## src/rtl/mux_2x1_select_arbiter.sv

```systemverilog
// mux_2x1_select_arbiter
// Round-robin arbiter in front of a 2:1 mux. It grants one of two requesters
// and drives the mux select. An owner that keeps requesting while the other
// path also requests keeps the grant for at most HOLD_MAX such contested
// cycles and then hands over directly. All outputs are registered.
//
// Parameters
//   HOLD_MAX  contested cycles an owner may keep the grant (1..2^CNT_W-1)
//   CNT_W     width of the contention counter
// Ports
//   clk       rising-edge clock
//   rst_n     asynchronous active-low reset
//   req_a     path a requests the mux
//   req_b     path b requests the mux
//   sel       mux select, 0 = a, 1 = b (held through IDLE)
//   gnt_a     path a owns the mux
//   gnt_b     path b owns the mux
//   busy      a grant is active
//   hold_cnt  contested cycles used by the current owner
//
// state | meaning
// ------+-----------------------------------------------
// IDLE  | no grant; sel keeps the last owner's value
// OWN_A | path a owns the mux, sel = 0
// OWN_B | path b owns the mux, sel = 1

module mux_2x1_select_arbiter #(
    parameter int HOLD_MAX = 4,
    parameter int CNT_W    = 3
) (
    input  logic             clk,
    input  logic             rst_n,
    input  logic             req_a,
    input  logic             req_b,
    output logic             sel,
    output logic             gnt_a,
    output logic             gnt_b,
    output logic             busy,
    output logic [CNT_W-1:0] hold_cnt
);

    typedef enum logic [1:0] {
        IDLE  = 2'd0,
        OWN_A = 2'd1,
        OWN_B = 2'd2
    } state_t;

    localparam logic [CNT_W-1:0] HOLD_LAST = CNT_W'(HOLD_MAX - 1);

    state_t state;
    state_t state_nxt;
    logic   last;          // last path granted: 0 = a, 1 = b
    logic   contested;     // the non-owning path is requesting

    always_comb begin
        state_nxt = state;
        contested = 1'b0;
        case (state)
            IDLE: begin
                if (req_a && req_b)
                    state_nxt = last ? OWN_A : OWN_B;
                else if (req_a)
                    state_nxt = OWN_A;
                else if (req_b)
                    state_nxt = OWN_B;
            end
            OWN_A: begin
                contested = req_b;
                if (!req_a)
                    state_nxt = req_b ? OWN_B : IDLE;
                else if (req_b && (hold_cnt == HOLD_LAST))
                    state_nxt = OWN_B;
            end
            OWN_B: begin
                contested = req_a;
                if (!req_b)
                    state_nxt = req_a ? OWN_A : IDLE;
                else if (req_a && (hold_cnt == HOLD_LAST))
                    state_nxt = OWN_A;
            end
            default: state_nxt = IDLE;
        endcase
    end

    // Outputs are decoded from the next state so they line up with the
    // state register on the same edge.
    always_ff @(posedge clk or negedge rst_n) begin
        if (!rst_n) begin
            state    <= IDLE;
            last     <= 1'b1;
            sel      <= 1'b0;
            gnt_a    <= 1'b0;
            gnt_b    <= 1'b0;
            busy     <= 1'b0;
            hold_cnt <= '0;
        end else begin
            state <= state_nxt;
            gnt_a <= (state_nxt == OWN_A);
            gnt_b <= (state_nxt == OWN_B);
            busy  <= (state_nxt != IDLE);

            if (state_nxt == OWN_A)
                sel <= 1'b0;
            else if (state_nxt == OWN_B)
                sel <= 1'b1;

            if ((state_nxt != state) && (state_nxt == OWN_A))
                last <= 1'b0;
            else if ((state_nxt != state) && (state_nxt == OWN_B))
                last <= 1'b1;

            // Staying under contention implies hold_cnt < HOLD_LAST, so the
            // increment cannot pass HOLD_MAX-1.
            if ((state_nxt == IDLE) || (state_nxt != state))
                hold_cnt <= '0;
            else if (contested)
                hold_cnt <= hold_cnt + 1'b1;
        end
    end

endmodule

```

## config.mk

```make
export PLATFORM = sky130hd
export DESIGN_NAME = mux_2x1_select_arbiter
export DESIGN_NICKNAME = d
export VERILOG_FILES = /design/src/rtl/mux_2x1_select_arbiter.sv
export SDC_FILE = /design/constraint.sdc
export NUM_CORES = 1
export LEC_CHECK = 0
export ABC_CLOCK_PERIOD_IN_PS = 2950
export CAP_MARGIN = 20
export CORE_ASPECT_RATIO = 1.1
export CORE_UTILIZATION = 40
export CTS_BUF_LIST = sky130_fd_sc_hd__clkbuf_4 sky130_fd_sc_hd__clkbuf_8
export CTS_CLUSTER_SIZE = 20
export DETAILED_ROUTE_END_ITERATION = 8
export PLACE_DENSITY = 0.64
export SETUP_SLACK_MARGIN = 0.1
export SLEW_MARGIN = 20
export SYNTH_ARGS = -nofsm -noshare
export SYNTH_HDL_FRONTEND = slang
export SYNTH_SLANG_ARGS = --single-unit
```

## constraint.sdc

```tcl
create_clock -name clk -period 2.95 [get_ports clk]
set_input_delay 0.885 -clock clk [delete_from_list [all_inputs] [get_ports clk]]
set_output_delay 0.885 -clock clk [all_outputs]
set_load 0.02 [all_outputs]
```

# == Yosys cells after proc, flatten, opt, wreduce, memory -nomap -nowiden ==
# Cells that the tools add are included.
# totals
ff_bits,10
inputBits,4
output_inout_bits,7
wordCells,44
# op_classes
add_sub_neg,1
eq_ne,6
n_mux,18
reduce_logical,12
# ops
op,n
2-bit two-way mux,9
2-bit nonzero test,4
3-bit two-way mux,2
2-bit one-hot mux with 3 select lines,1
1-bit logical AND,5
1-bit two-way mux,5
2-bit by 1-bit equality test with 1-bit output (second input constant),2
2-bit equality test (second input constant),2
2-bit zero test,2
3-bit by 1-bit adder with 3-bit output (second input constant),1
3-bit by 2-bit equality test with 1-bit output (second input constant),1
2-bit inequality test,1
1-bit one-hot mux with 2 select lines,1
1-bit logical OR,1

# == Depth between registers and ports, before layout ==
# logic_depth
ltp_word,9
depth_mapped,11
depth_no_buf,10

# == Least setup slack after synthesis ==
# No wires, ideal clock.
# synth_timing
path_type,input-to-reg
startpoint,input req_b
endpoint,register sel
setup_time_ps,126
arrival_ps,2105
t_required_ps,2824
path_slack_ps,719
path_stages,7
n_path_buf,1
path_cell_list,buf_6 -> nor2b_1 -> a221oi_1 -> or3_1 -> a21o_1 -> ha_1 -> mux2i_1
# synth_between
elab_chain_cells,6
word_cells_on_any_way,14
classes_between,eq/ne (2); mux (9); reduce/logical (3)
# synth_lines
item,line,text
start: declaration,34,"input logic req_b,"
2-bit two-way mux or 1-bit logical AND (tied branches),"64, 71",
2-bit two-way mux (on tied branches),"62, 71",
2-bit two-way mux (on tied branches),"60, 69",
2-bit one-hot mux with 3 select lines (*),58,case (state)
2-bit by 1-bit equality test with 1-bit output or 2-bit equality test (tied branches),"102, 104",
1-bit two-way mux or 2-bit nonzero test (tied branches),n/a,
end signal: assignment,91,sel <= 1'b0;
end signal: assignment,103,sel <= 1'b0;
end signal: assignment,105,sel <= 1'b1;
end: declaration,35,"output logic sel,"
# Every way passes the cells marked *; elsewhere a longest branch is shown, timed or not.
# A chain may end at the register's enable or synchronous reset.

# == Worst setup path in the final report ==
# layout_timing
startpoint,input req_b
endpoint,register hold_cnt[0]
# layout_between
elab_chain_cells,7
word_cells_on_any_way,16
classes_between,eq/ne (1); mux (10); reduce/logical (5)
# layout_lines
item,line,text
2-bit two-way mux or 1-bit logical AND (tied branches),"64, 71",
2-bit two-way mux (on tied branches),"62, 71",
2-bit two-way mux (on tied branches),"60, 69",
2-bit one-hot mux with 3 select lines,58,
2-bit inequality test or 2-bit zero test (tied branches),114,if ((state_nxt == IDLE) || (state_nxt != state))
1-bit logical OR,114,
3-bit two-way mux or 2-bit nonzero test (tied branches),n/a,
end signal: assignment,117,hold_cnt <= hold_cnt + 1'b1;
end: declaration,39,output logic [CNT_W-1:0] hold_cnt
# Several ways; a longest one is shown, not always the timed one.

==> impl_metrics.csv <==
group,metric,value,unit
clock_network,hold_buffers,0,
routing,via_count,597,
worst_setup_path,reg2reg_depth,8,
worst_setup_path,r2r-start,"state[1]",
worst_setup_path,cp_slowest_cell,"clkdlybuf4s50_1",
worst_setup_path,critPathKind,"in2reg",
pwr,power_density,947,nW/um2
worst_hold_path,hold_class,"reg2reg",
worst_setup_path,reg2reg_to,"hold_cnt[0]",
routing,via_per_inst,5.53,
timing,fin_skew,0.00341,ns
routing,drc,0,
finish,syn2layout_area_growth,19.2,%
die,die_h,47.2,um
timing,finalMaxSlewViolations,0,
synthesis,synth_cells,78,
worst_setup_path,path_delay_family,"simple AND/OR/NAND/NOR gates",
global_routing,grt_pass1_vias,566,
worst_setup_path,cp.depth,7,
synthesis,synth_edf_count,0,
die,ioPinCount,11,
synthesis,ys_seq_area_share,33.8,%
finish,diodes,0,
timing,tightestPinTransition,0.444,ns
placement,dp_hpwl,1070,um
synthesis,ys_seq_elements,10,
finish,finalNetCount,105,
clock_network,clk_pin_slew,0.06,ns
timing,setup_viol,0,
routing,drt_iter0_drc,17,
timing,period_minus_slack,2.47,ns
global_routing,grt-ovfl-total,0,
die,dieArea,2030,um2
job,drv_cap,0,
clock_network,clock-sinks,10,
worst_setup_path,crit_end,"hold_cnt[0]",
synthesis,yosys-top-cells-area,"dfrtp_1 (30%), ha_1 (15%), inv_1 (4.5%)",
timing,tns,0,ns
pwr,leakage,0.414,nW
placement,routabilityCongestion,0.896,
clock_network,clk_latency,0.26,ns
die,core_region_area,1650,um2
worst_setup_path,crit_chain,"clkdlybuf4s50_1 -> nor2b_1 -> a221oi_1 -> or3_1 -> a21o_1 -> ha_1 -> nor3_1",
timing,max_freq,405,MHz
worst_setup_path,critPathRequiredTime,3.12,ns
global_routing,grt_max_degree,11,
routing,antenna_left,0,
synthesis,syn_avg_cell_area,9.53,um2
timing,rsz0062_at_grt,"false",
global_routing,grt_usage,16.0,%
synthesis,synth_ff_type,"dfrtp_1",
timing,hold_slack,0.523,ns
synthesis,synth_top_area_cell,"dfrtp_1",
outcome,status,"finished clean",
synthesis,netlist.area_leader.share,30.3,%
worst_setup_path,startpoint_type,"input port",
timing,relSlewSlack,70.3,%
synthesis,synth.net_count,91,
synthesis,ys_warn_count,0,
global_routing,grt_first_pass_wirelength,2310,um
placement,port_buffers,10,
routing,wl,1410,um
worst_setup_path,end_kind,"register",
synthesis,async_flop_share,100,%
clock_network,root_buffer,"clkbuf_4",
die,initial_core_util,45.0,%
timing,timing.final.crit_share,83.6,%
worst_setup_path,cp.buffers_inverters,1,
worst_setup_path,cp.arrival,2.64,ns
worst_setup_path,crit_path_max_incr_delay,0.48,ns
routing,dr.pass1.iters,4,
worst_setup_path,critPathLaunch,"req_b",
pwr,max-vdd-ir-drop,508,uV
clock_network,h-tree-depth,1,
clock_network,cts_tree,"yes",
die,die_x,43.1,um
routing,wl_per_cell,13.1,um
global_routing,grt_antenna_before_repair,0,
worst_setup_path,r2r_slack,0.64,ns
worst_setup_path,worstPathMaxFanout,5,
clock_network,cts_buffers,3,
synthesis,synth_cell_types,38,
clock_network,clock_path_buffers,2,
timing,hold_viol,0,
synthesis,syn-cell-area,743,um2
clock_network,post-cts-setup-buffers,0,
clock_network,post_cts_resized,0,
synthesis,synth_commonest_cells,"dfrtp_1 (9), ha_1 (9), inv_1 (9), nand2_1 (6)",
die,rows,15,
finish,drive_gt1_share,12.1,%
[worst min path at each step]
stage / from / end / slack [ns] / depth (start not counted)
floorplan: last / last / 0.53 / 2
global placement: sel / sel / 0.52 / 2
detailed placement: sel / sel / 0.52 / 2
CTS: sel / sel / 0.53 / 2
global route: sel / sel / 0.56 / 2
finish: sel / sel / 0.52 / 2
[worst min-delay path, stage by stage (launching register included)]
cell	delay (ns)
dfrtp_1	0.38
inv_1	0.05
mux2i_1	0.05
[through the flow]
stage | power, W | cells | util (%) | worst slack (ns) | area, um2
final | 0.000839 | 108 | 53.6 | 0.484 | 886
after detailed placement | 0.000719 | 104 | 51.4 | 0.219 | 850
after global routing | 0.000912 | 108 | 53.6 | 0.381 | 886
after CTS | 0.000847 | 108 | 53.6 | 0.489 | 886
after floorplan | 0.000605 | 78 | - | 0.719 | 743
after global placement | 0.000716 | 104 | 51.4 | 0.229 | 850
[state kept, by name (all words and copies together), names as in the netlist]
| register | count |
|---|---|
| gnt_b | 1 |
| state | 2 |
| gnt_a | 1 |
| busy | 1 |
| last | 1 |
| hold_cnt | 3 |
| sel | 1 |
[report_power, final]
group	internal (W)	leakage (nW)	switching [W]
logic	0.000219	0.268	0.000272
clock network	0.0000749	0.0210	0.0000455
registers	0.000185	0.125	0.0000419
total	0.000479	0.414	0.000360
[metal layers]
metal	track usage [%]	up-vias	routed length (um)
li1	-	301	-
met1	17.9	275	652
met2	26.9	15	673
met3	2.69	6	40
met4	13.9	0	46
met5	0	-	0
[final cells by class]
| class | instances | area, um2 |
|---|---|---|
| multi-input cells | 55 | 424 |
| repair buffers | 12 | 115 |
| flip-flops and latches | 10 | 251 |
| inverters | 10 | 37.5 |
| fillers | 156 | 766 |
| clock buffers | 4 | 36.3 |
| well taps | 17 | 21.3 |
[placed cells by master, fill, tap and decap left out, drive strengths merged, types with 2 or more instances in the layout]
cell | synthesis | final
mux2i | 2 | 2
ha | 9 | 9
clkbuf | 0 | 4
dfrtp | 9 | 9
clkdlybuf4s50 | 0 | 10
a21o | 2 | 2
nand2 | 6 | 6
nor2 | 4 | 4
inv | 10 | 10
a21oi | 4 | 4
buf | 3 | 2
nor3 | 4 | 4
[logic make-up (layout without fill, tap and decap cells)]
kind of cell    count (synthesis)  in the layout  synth area share, %
buf+inv                        13             26                 9.09
mux                             2              2                 2.69
flops                          10             10                 33.8
compound gates                 22             22                 24.1
fa+ha+maj                       9              9                 15.2
xor+xnor                        1              1                 1.18
simple gates                   21             21                 14.0
(Power assumes the default switching activity.)
==> edit: new RTL, same settings <==
Re-encode `state_t` (3 states) as one-hot, 3 bits wide.
--- a/src/rtl/mux_2x1_select_arbiter.sv
+++ b/src/rtl/mux_2x1_select_arbiter.sv
@@ -40,8 +40,8 @@
 );
 
-    typedef enum logic [1:0] {
-        IDLE  = 2'd0,
-        OWN_A = 2'd1,
-        OWN_B = 2'd2
+    typedef enum logic [2:0] {
+        IDLE  = 3'b001,
+        OWN_A = 3'b010,
+        OWN_B = 3'b100
     } state_t;
 
Check against the original RTL: no difference found for any inputs over 10 cycles, from zero or initial values and one cycle with rst_n low; not proved beyond that.
==> edit against the original RTL <==
  * Wire length shrank 19%
  * Cell area down 13%
  * Setup slack improved by 0.29 ns
  * Largest cell class unchanged
  * Core utilization grew 0.28 points
  * Die area decreased by 13%
  * Synthesized area is 13% lower
  * Power down 9.4%
  * Sequential cell count is 1 higher
  * Register-to-register slack improved by 0.60 ns
  * Count of clock-buffer cells in the layout unchanged
==> edit: results (changes against the original RTL) <==
metric;value;unit;change
outcome;complete, no violations;;
vias in the first global route;443;;-22%
Port-buffer cells;10;;unchanged
CP top delay family;buffers and inverters;;
H-tree Lvls;1;;unchanged
latest clock arrival within the worst-skew pair;0.26;ns;about the same
fraction of layout cells with a size suffix above 1;21.92;%;+9.8 points
drt first pass iters;3;;-1
Worst Min Path Start;sel;;
placed cells;85;;-18%
Non-Filler Instances;89;;-18%
Clk pin slew, worst setup/hold paths;0.08;ns;+0.02 ns
initial DRC count;8;;-9
worst hold path class;register to register;;
reg2reg path depth;6;;-2
Resized cells post-CTS;0;;unchanged
Worst Tran Pin Value;0.4974;ns;+0.05339 ns
most area-consuming cells after synthesis;dfrtp_1, dfstp_2, nor2_1;;
Worst R2R Setup Slack;1.24;ns;+0.60 ns
Post-Syn Nets;67;;-26%
Seq/Total Area, Yosys;43.19;%;+9.4 points
first-pass GRT wire length;1945;um;-16%
Static Leak;0.0003119;uW;-25%
RePlAce Congestion;0.8252;;-7.9%
synthesized area per cell;10.54;sq um;+11%
hold endpoint;sel;;
clk_skew;0.009620;ns;+0.006213 ns
placed inst area;744.5;sq um;-12%
Reg-to-Reg Start;hold_cnt[0];;
Avg Vias per Cell;5.404;;-2.2%
async set or reset register ratio after synthesis;100.0;%;unchanged
Post-layout nets;80;;-24%
Synth warnings;0;;unchanged
Crit path arrival time;1.29;ns;-1.35 ns
Max Fanout on Critical Path;3;;-2
Root Driver;clkbuf_4;;
post-synth cell types;33;;-13%
Place WS;0.7339;ns;+0.5147 ns
number of setup buffers added after CTS;0;;unchanged
initial antenna violation count;0;;unchanged
largest registers;hold_cnt x3, state x3;;
CP peak stage delay;0.62;ns;+0.14 ns
CTS buffer count;3;;unchanged
Total GRT Usage;16.27;%;+0.26 points
synth cell count leaders;dfrtp_1, nor2_1, inv_1, nand2_1;;
Max Root-Sink Buffers;2;;unchanged
Wirelength per Cell;12.83;um;-1.9%
Worst path slowest cell;clkdlybuf4s50_1;;
hold-critical path depth;2;;unchanged
reg2reg end;sel;;
post-detail-place hpwl;844.2;um;-21%
Worst VDD drop;0.0003817;V;-25%
largest net degree at the start of global routing;12;;+1
-- edit: cell types whose count changed after synthesis, moves of 2 or more --
cell       unedited run  this run
ha_1                  9         2
nand2_2               0         2
nand2_1               6         4
nor2_1                4         9
o2bb2ai_1             0         2
nor3_1                4         0
a31oi_1               0         2
inv_1                 9         4
a21oi_1               4         1
-- edit: routing by layer --
layer	up-vias	global-route usage [%]	routed length (um)
met3	0	4.523	31
met2	10	24.84	554
met4	0	6.000	0
met1	229	21.68	556
met5	-	0	0
li1	242	-	-
-- edit: how the worst max path moves through the flow --
| stage | start | to | slack, ns | cells after the start |
|---|---|---|---|---|
| 6_report | hold_cnt[0] | hold_cnt[0] | 0.78 | 1 |
| 5_1_grt | hold_cnt[0] | hold_cnt[0] | 0.75 | 1 |
| 4_1_cts | hold_cnt[0] | hold_cnt[0] | 0.77 | 1 |
| 3_5_place_dp | req_a | last | 0.73 | 4 |
| 3_3_place_gp | req_a | last | 0.74 | 4 |
| 2_1_floorplan | req_b | sel | 1.31 | 5 |
-- edit: cell type report --
class / count / area [sq um]
inverters: 4 / 15.01
fillers: 137 / 661.9
repair buffers: 10 / 100.1
flip-flops and latches: 11 / 277.8
well taps: 16 / 20.02
clock buffers: 4 / 30.03
multi-input cells: 44 / 331.6
-- edit: power breakdown --
group	internal (uW)	leakage, uW	switching (uW)
Sequential	217	0.000139	56.6
Combinational	187	0.000154	189
Clock	61.4	0.0000184	48.9
Total	466	0.000312	294
-- edit: kinds of logic after synthesis --
kind of cell    count (synthesis)  share of synthesized area, %
flops                          11                         43.19
compound gates                 16                         23.35
xor+xnor                        1                         1.362
simple gates                   24                         21.40
mux                             1                         1.556
fa+ha+maj                       2                         3.890
buf+inv                         6                         5.253
-- edit: stage by stage --
step                      power, uW  hold WS [ns]
final                         759.8        0.5275
after global routing          822.9        0.5713
after CTS                     766.4        0.5342
after detailed placement      651.9        0.5238
after global placement        647.1        0.5114
after floorplan               547.1        0.5198
